`config.mk`:
```
export PLATFORM = sky130hd
export DESIGN_NAME = event_fifo_reader
export DESIGN_NICKNAME = d
export VERILOG_FILES = /design/src/rtl/aer_pkg.sv /design/src/rtl/event_word_serializer.sv /design/src/rtl/event_fifo_reader.sv
export SDC_FILE = /design/constraint.sdc
export NUM_CORES = 1
export LEC_CHECK = 0
export BUFFER_PORTS_ARGS = -buffer_cell sky130_fd_sc_hd__buf_2
export CORE_MARGIN = 5
export CORE_UTILIZATION = 44
export DETAILED_ROUTE_END_ITERATION = 6
export GPL_TIMING_DRIVEN = 1
export PLACE_DENSITY = 0.74
export RECOVER_POWER = 25
export SYNTH_ARGS = -nofsm -noshare
export SYNTH_HDL_FRONTEND = slang
export SYNTH_SLANG_ARGS = --single-unit
export TNS_END_PERCENT = 50
```
`constraint.sdc`:
```
create_clock -name clk -period 4.1 [get_ports clk]
set_input_delay 0.205 -clock clk [delete_from_list [all_inputs] [get_ports clk]]
set_output_delay 0.205 -clock clk [all_outputs]
set_load 0.05 [all_outputs]
```
`src/rtl/aer_pkg.sv`:
```
// Shared types and constants for the AER event readout path.
// Imported by the FIFO reader and its word serializer.
package aer_pkg;

    typedef enum logic [1:0] {
        RD_IDLE,
        RD_LOAD,
        RD_SEND,
        RD_WAIT
    } rd_state_t;

    localparam int RD_SETTLE_DEF = 2;

    function automatic int max_i(input int a, input int b);
        return (a > b) ? a : b;
    endfunction

endpackage

```
`src/rtl/event_word_serializer.sv`:
```
// Splits one FIFO word into OUT_W-wide beats, least-significant first.
// Loads in parallel, shifts on each accepted beat.
module event_word_serializer
    import aer_pkg::*;
#(
    parameter int DWIDTH = 64,
    parameter int OUT_W  = 16
) (
    input  logic              clk,
    input  logic              rst,
    input  logic              load,
    input  logic [DWIDTH-1:0] data,
    input  logic              advance,
    output logic [OUT_W-1:0]  beat,
    output logic              last_beat
);

    localparam int NBEATS = DWIDTH / OUT_W;
    localparam int BW     = max_i($clog2(NBEATS), 1);
    localparam logic [BW-1:0] LAST_IDX = BW'(NBEATS - 1);

    logic [DWIDTH-1:0] shreg;
    logic [BW-1:0]     beat_idx;

    always_ff @(posedge clk) begin
        if (rst) begin
            shreg    <= '0;
            beat_idx <= '0;
        end else if (load) begin
            shreg    <= data;
            beat_idx <= '0;
        end else if (advance) begin
            shreg    <= shreg >> OUT_W;
            beat_idx <= beat_idx + BW'(1);
        end
    end

    assign beat      = shreg[OUT_W-1:0];
    assign last_beat = (beat_idx == LAST_IDX);

endmodule

```
`src/rtl/event_fifo_reader.sv`:
```
// Drains the event SRAM FIFO in bursts and serializes each word
// onto a narrow valid/ready stream.
module event_fifo_reader
    import aer_pkg::*;
#(
    parameter int DWIDTH    = 64,
    parameter int DEPTH     = 4096,
    parameter int OUT_W     = 16,
    parameter int SETTLE    = RD_SETTLE_DEF,
    parameter int MAX_BURST = 256,
    localparam int AWIDTH   = $clog2(DEPTH),
    localparam int LW       = $clog2(MAX_BURST) + 1
) (
    input  logic              clk,
    input  logic              rst,
    input  logic              en,
    input  logic              flush,
    input  logic [LW-1:0]     burst_len,
    input  logic              fifo_empty,
    input  logic [AWIDTH:0]   fifo_numel,
    input  logic [DWIDTH-1:0] fifo_rdata,
    output logic              fifo_rd_en,
    output logic              out_valid,
    input  logic              out_ready,
    output logic [OUT_W-1:0]  out_data,
    output logic              out_last,
    output logic              busy,
    output logic [31:0]       words_sent
);

    localparam int CW = max_i(AWIDTH + 1, LW);
    localparam int SW = max_i($clog2(SETTLE + 1), 1);
    localparam logic [SW-1:0] SETTLE_LAST = SW'(SETTLE - 1);
    localparam logic [LW-1:0] MAX_LEN     = LW'(MAX_BURST);

    rd_state_t     state_q;
    rd_state_t     state_d;
    logic [LW-1:0] eff_len;
    logic [LW-1:0] first_len;
    logic [LW-1:0] words_left;
    logic [SW-1:0] settle_cnt;
    logic          flush_pend;
    logic          have_len;
    logic          start;
    logic          load;
    logic          fire;
    logic          last_beat;
    logic          word_done;

    always_comb begin
        eff_len = burst_len;
        if (burst_len == '0) begin
            eff_len = LW'(1);
        end else if (burst_len > MAX_LEN) begin
            eff_len = MAX_LEN;
        end
    end

    // A short flush burst takes whatever is stored.
    assign have_len  = CW'(fifo_numel) >= CW'(eff_len);
    assign first_len = have_len ? eff_len : LW'(fifo_numel);
    assign start     = (en && have_len) || (flush_pend && !fifo_empty);

    always_comb begin
        state_d = state_q;
        case (state_q)
            RD_IDLE: if (start) state_d = RD_LOAD;
            RD_LOAD: state_d = RD_SEND;
            RD_SEND: if (word_done) state_d = RD_WAIT;
            RD_WAIT: begin
                if (settle_cnt == SETTLE_LAST) begin
                    state_d = (words_left != '0) ? RD_LOAD : RD_IDLE;
                end
            end
            default: state_d = RD_IDLE;
        endcase
    end

    assign load       = (state_q == RD_LOAD);
    assign fifo_rd_en = load;
    assign out_valid  = (state_q == RD_SEND);
    assign busy       = (state_q != RD_IDLE);
    assign fire       = out_valid && out_ready;
    assign word_done  = fire && last_beat;
    assign out_last   = out_valid && last_beat
                        && (words_left == LW'(1));

    always_ff @(posedge clk) begin
        if (rst) begin
            state_q    <= RD_IDLE;
            words_left <= '0;
            words_sent <= '0;
            flush_pend <= 1'b0;
            settle_cnt <= '0;
        end else begin
            state_q <= state_d;
            // A flush landing on a burst start survives for the next burst.
            if (flush) begin
                flush_pend <= 1'b1;
            end else if (state_q == RD_IDLE && (start || fifo_empty)) begin
                flush_pend <= 1'b0;
            end
            if (state_q == RD_IDLE && start) begin
                words_left <= first_len;
            end else if (word_done) begin
                words_left <= words_left - LW'(1);
            end
            if (word_done) begin
                words_sent <= words_sent + 32'd1;
            end
            if (state_q == RD_WAIT) begin
                settle_cnt <= settle_cnt + SW'(1);
            end else begin
                settle_cnt <= '0;
            end
        end
    end

    event_word_serializer #(
        .DWIDTH (DWIDTH),
        .OUT_W  (OUT_W)
    ) u_ser (
        .clk       (clk),
        .rst       (rst),
        .load      (load),
        .data      (fifo_rdata),
        .advance   (fire),
        .beat      (out_data),
        .last_beat (last_beat)
    );

endmodule

```
==> run_results.csv <==
group,metric,value,unit
timing,grt_setup_unrepaired,"false",
final_layout,insertedDiodeCount,0,
synth,synth.net_count,868,
clock_tree,tritoncts_clock_tree,"done",
routing,detail_route.drc_violations,0,
power_and_ir_drop,p_switching,1230,uW
clock_tree,clock-root-buffer,"clkbuf_16",
power_and_ir_drop,power_density_over_the_cells,503,mW/mm^2
hold_path,min-delay-path-class,"input pin to flip-flop",
power_and_ir_drop,static-leakage-power,0.00254,uW
routing,final_antenna_net_count,0,
global_route,grt_start_max_net_pins,87,
place,gp_congestion,0.778,
setup_path,critical-path-top-cell-by-count,"nand3_1",
final_layout,fill_cell_total_of_the_finished_layout,1279,
synth,netlist_instances,758,
synth,ys_async_sr_fraction,0,%
setup_path,start_kind,"flip-flop",
setup_path,timing.critical_path.buf_inv,2,
power_and_ir_drop,intPower,2060,uW
synth,yosys.area.top_type_share,39.8,%
hold_path,worstHoldStart,"flush",
setup_path,crit_family,"simple AND/OR/NAND/NOR gates",
timing,post-route-min-period,2.58,ns
setup_path,critical_path.reg2reg.startpoint,"state_q[0]",
timing,transition_time_at_the_pin_with_the_least_slew_margin,1.77,ns
synth,flip_flop_and_latch_count_after_synthesis,112,
setup_path,arrival_worst_endpoint,2.81,ns
status,run_status,"finished with violations",
power_and_ir_drop,power_switching_share,37.4,%
floorplan,die_height,123,um
synth,avgSynthCellArea,7.43,sq um
final_layout,final_core_utilization,51.9,%
timing,clock_skew,0.00961,ns
power_and_ir_drop,ir_drop,0.290,mV
clock_tree,holdBufCountCts,0,
final_layout,areaGrowthSynthToFinish,15.9,%
global_route,grt.overflow.total,0,
clock_tree,cts_setup_buffers,0,
floorplan,placementRows,41,
global_route,grt_first_pass_wirelength,23000,um
floorplan,floorplan.die_area,0.0152,sq mm
routing,routedWlPerCell,14.0,um
clock_tree,clock_sink_count,112,
timing,setup_violations,0,
timing,max_clock_freq,0.387,GHz
global_route,grt_pass1_vias,4815,
synth,yosysWarningCount,0,
timing,final.setup.tns,0,ns
setup_path,crit_path_start,"state_q[0]",
setup_path,crit_fanout,55,
floorplan,core,0.0126,sq mm
setup_path,worst_setup_path_end_kind,"flip-flop",
routing,routed-via-count,5289,
final_layout,final_nets,959,
setup_path,critical_path.cell_chain,"inv_1, ha_2, buf_4, and4_2, nand3_1, nor3_1, nand3_1, mux2_2",
status,violations_in_the_final_reports,"capacitance limit, slew limit",
routing,first_iteration_detailed_routing_drc_count,405,
clock_tree,postcts_resize_cnt,0,
place,dp_cells,1010,
clock_tree,clock_tree.buffer_depth,2,
clock_tree,clk_latency,0.34,ns
power_and_ir_drop,share_comb_of_total_power,32.1,%
clock_tree,tritoncts.num_buffers,9,
clock_tree,clkSlewWorstSetupHoldPaths,0.07,ns
synth,library_cell_with_the_largest_summed_area_after_synthesis,"dfxtp_1",
global_route,total_global_route_track_usage,18.4,%
routing,drt_pre_antenna_iters,4,
timing,final-max-slew-violation-count,87,
setup_path,required,4.33,ns
synth,yosysUniqueCellTypes,46,
timing,timing.hold.ws,0.0704,ns
synth,synth_enable_flop_cells,0,
setup_path,critical_path_class,"flip-flop to flip-flop",
clock_tree,htree_num_levels,3,
power_and_ir_drop,sequentialPowerShare,42.4,%
place,place_hpwl,10000,um
global_route,grt_antenna_before_repair,0,
floorplan,chipWidth,123,um
synth,synth_sequential_area_ratio,39.8,%
timing,final.period_utilization,63.0,%
floorplan,floorplan.io_pins,144,
synth,netlist_area,0.00563,sq mm
place,place.port_buffers,143,
timing,max_slew_margin,-17.7,%
final_layout,fraction_of_final_layout_cells_sized_beyond_drive_strength_1,16.0,%
setup_path,slowest_stage,"buf_4",
timing,final_hold_viol_count,0,
routing,avgViaCountPerCell,5.15,
flow_run,max-cap-violations,1,
routing,drt_wl_total,14300,um
floorplan,floorplan.initialDensity,44.8,%
synth,dominantRegCellSynth,"dfxtp_1",
setup_path,worst_path_largest_cell_delay,0.48,ns
power_and_ir_drop,p_clk_share,25.4,%
final_layout,fin_cells,1026,
synth,synth.top_cells.by_area,"dfxtp_1, a21oi_1, nor2_1",
==> stage by stage <==
| step | worst slack (ns) | area [sq um] | power, uW |
|---|---|---|---|
| finish | 1.52 | 6530 | 3290 |
| global placement | 1.51 | 6300 | 2460 |
| floorplan | 1.40 | 5630 | 2280 |
| detailed placement | 1.45 | 6300 | 2470 |
| CTS | 1.51 | 6580 | 3310 |
| global route | 1.27 | 6530 | 3490 |
==> flip-flops by register name (all words and copies together) (netlist names) <==
| register | count |
|---|---|
| flush_pend | 1 |
| settle_cnt | 2 |
| state_q | 2 |
| u_ser.beat_idx | 2 |
| u_ser.shreg | 64 |
| words_left | 9 |
| words_sent | 32 |
==> area by class of cell <==
type / count / area, sq um / area share [%]
Multi-Input combinational cell: 561 / 3010 / 46.1
Clock inverter: 4 / 26.3 / 0.402
Tap cell: 172 / 215 / 3.30
Clock buffer: 12 / 256 / 3.93
Inverter: 15 / 56.3 / 0.862
Sequential cell: 112 / 2240 / 34.3
Timing Repair Buffer: 150 / 719 / 11.0
==> worst reg2reg max path, delay by kind of cell, from the launching register on <==
family / cells / cell delay [ns]
fa+ha+maj: 1 / 0.21
simple gates: 4 / 1.00
flops: 1 / 0.38
buf+inv: 2 / 0.61
mux: 1 / 0.27
==> metal layers <==
metal  vias to the layer above  GRT usage [%]  wire length [um]
met5                         -              0                 0
met4                         0           5.40               117
met3                         9           3.39               867
met2                       145           28.1              6310
met1                      2383           26.6              7030
li1                       2752              -                 -
==> cells by family after synthesis <==
group           Yosys count  synth area share (%)
compound gates          161                  15.4
xor+xnor                 34                  5.29
fa+ha+maj                18                  4.00
buf+inv                  85                  7.02
flops                   112                  39.8
mux                       5                 0.911
simple gates            343                  27.5
==> final timing paths <==
check,end,slack [ns],depth (start not counted)
worst max-delay path,words_sent[30],1.52,8
worst min-delay path,flush_pend,0.07,3
worst max register to register,words_sent[30],1.52,8
worst min register to register,settle_cnt[0],0.42,1
==> cells in the mapped netlist (8+ instances only) <==
master,count
a21oi_1,135
nor2_1,119
dfxtp_1,112
nand2_1,99
nand3_1,73
clkbuf_1,43
xnor2_1,21
buf_4,18
ha_1,18
inv_1,15
xor2_1,13
nor4_1,11
nand4_1,10
o21ai_0,8
==> power groups by stage <==
stage                     Sequential, uW  Clock (uW)  Combinational [uW]
after detailed placement            1410           0                1060
after floorplan                     1380           0                 902
after global placement              1410           0                1050
after CTS                           1390         855                1070
final                               1390         835                1060
after global routing                1410         898                1180
==> cell usage in the layout (no fill, tap or decap), types with 2 or more instances in the layout <==
cell type	count
nor3_1	5
a211oi_1	2
nor2b_1	3
xnor2_1	21
ha_1	16
or3_2	2
buf_2	103
xor2_1	13
nor2_1	119
clkbuf_8	2
mux2i_1	4
nand2_1	98
inv_1	15
a311oi_1	7
dfxtp_1	112
and4_1	4
buf_4	7
or3_1	4
nor4b_1	2
o21ai_0	8
nand3_1	73
clkinv_2	2
and2_1	2
nor4_1	11
nand4_1	10
a21oi_1	135
clkbuf_16	9
clkbuf_1	40
Note: power is estimated with default switching activity, not from simulation.
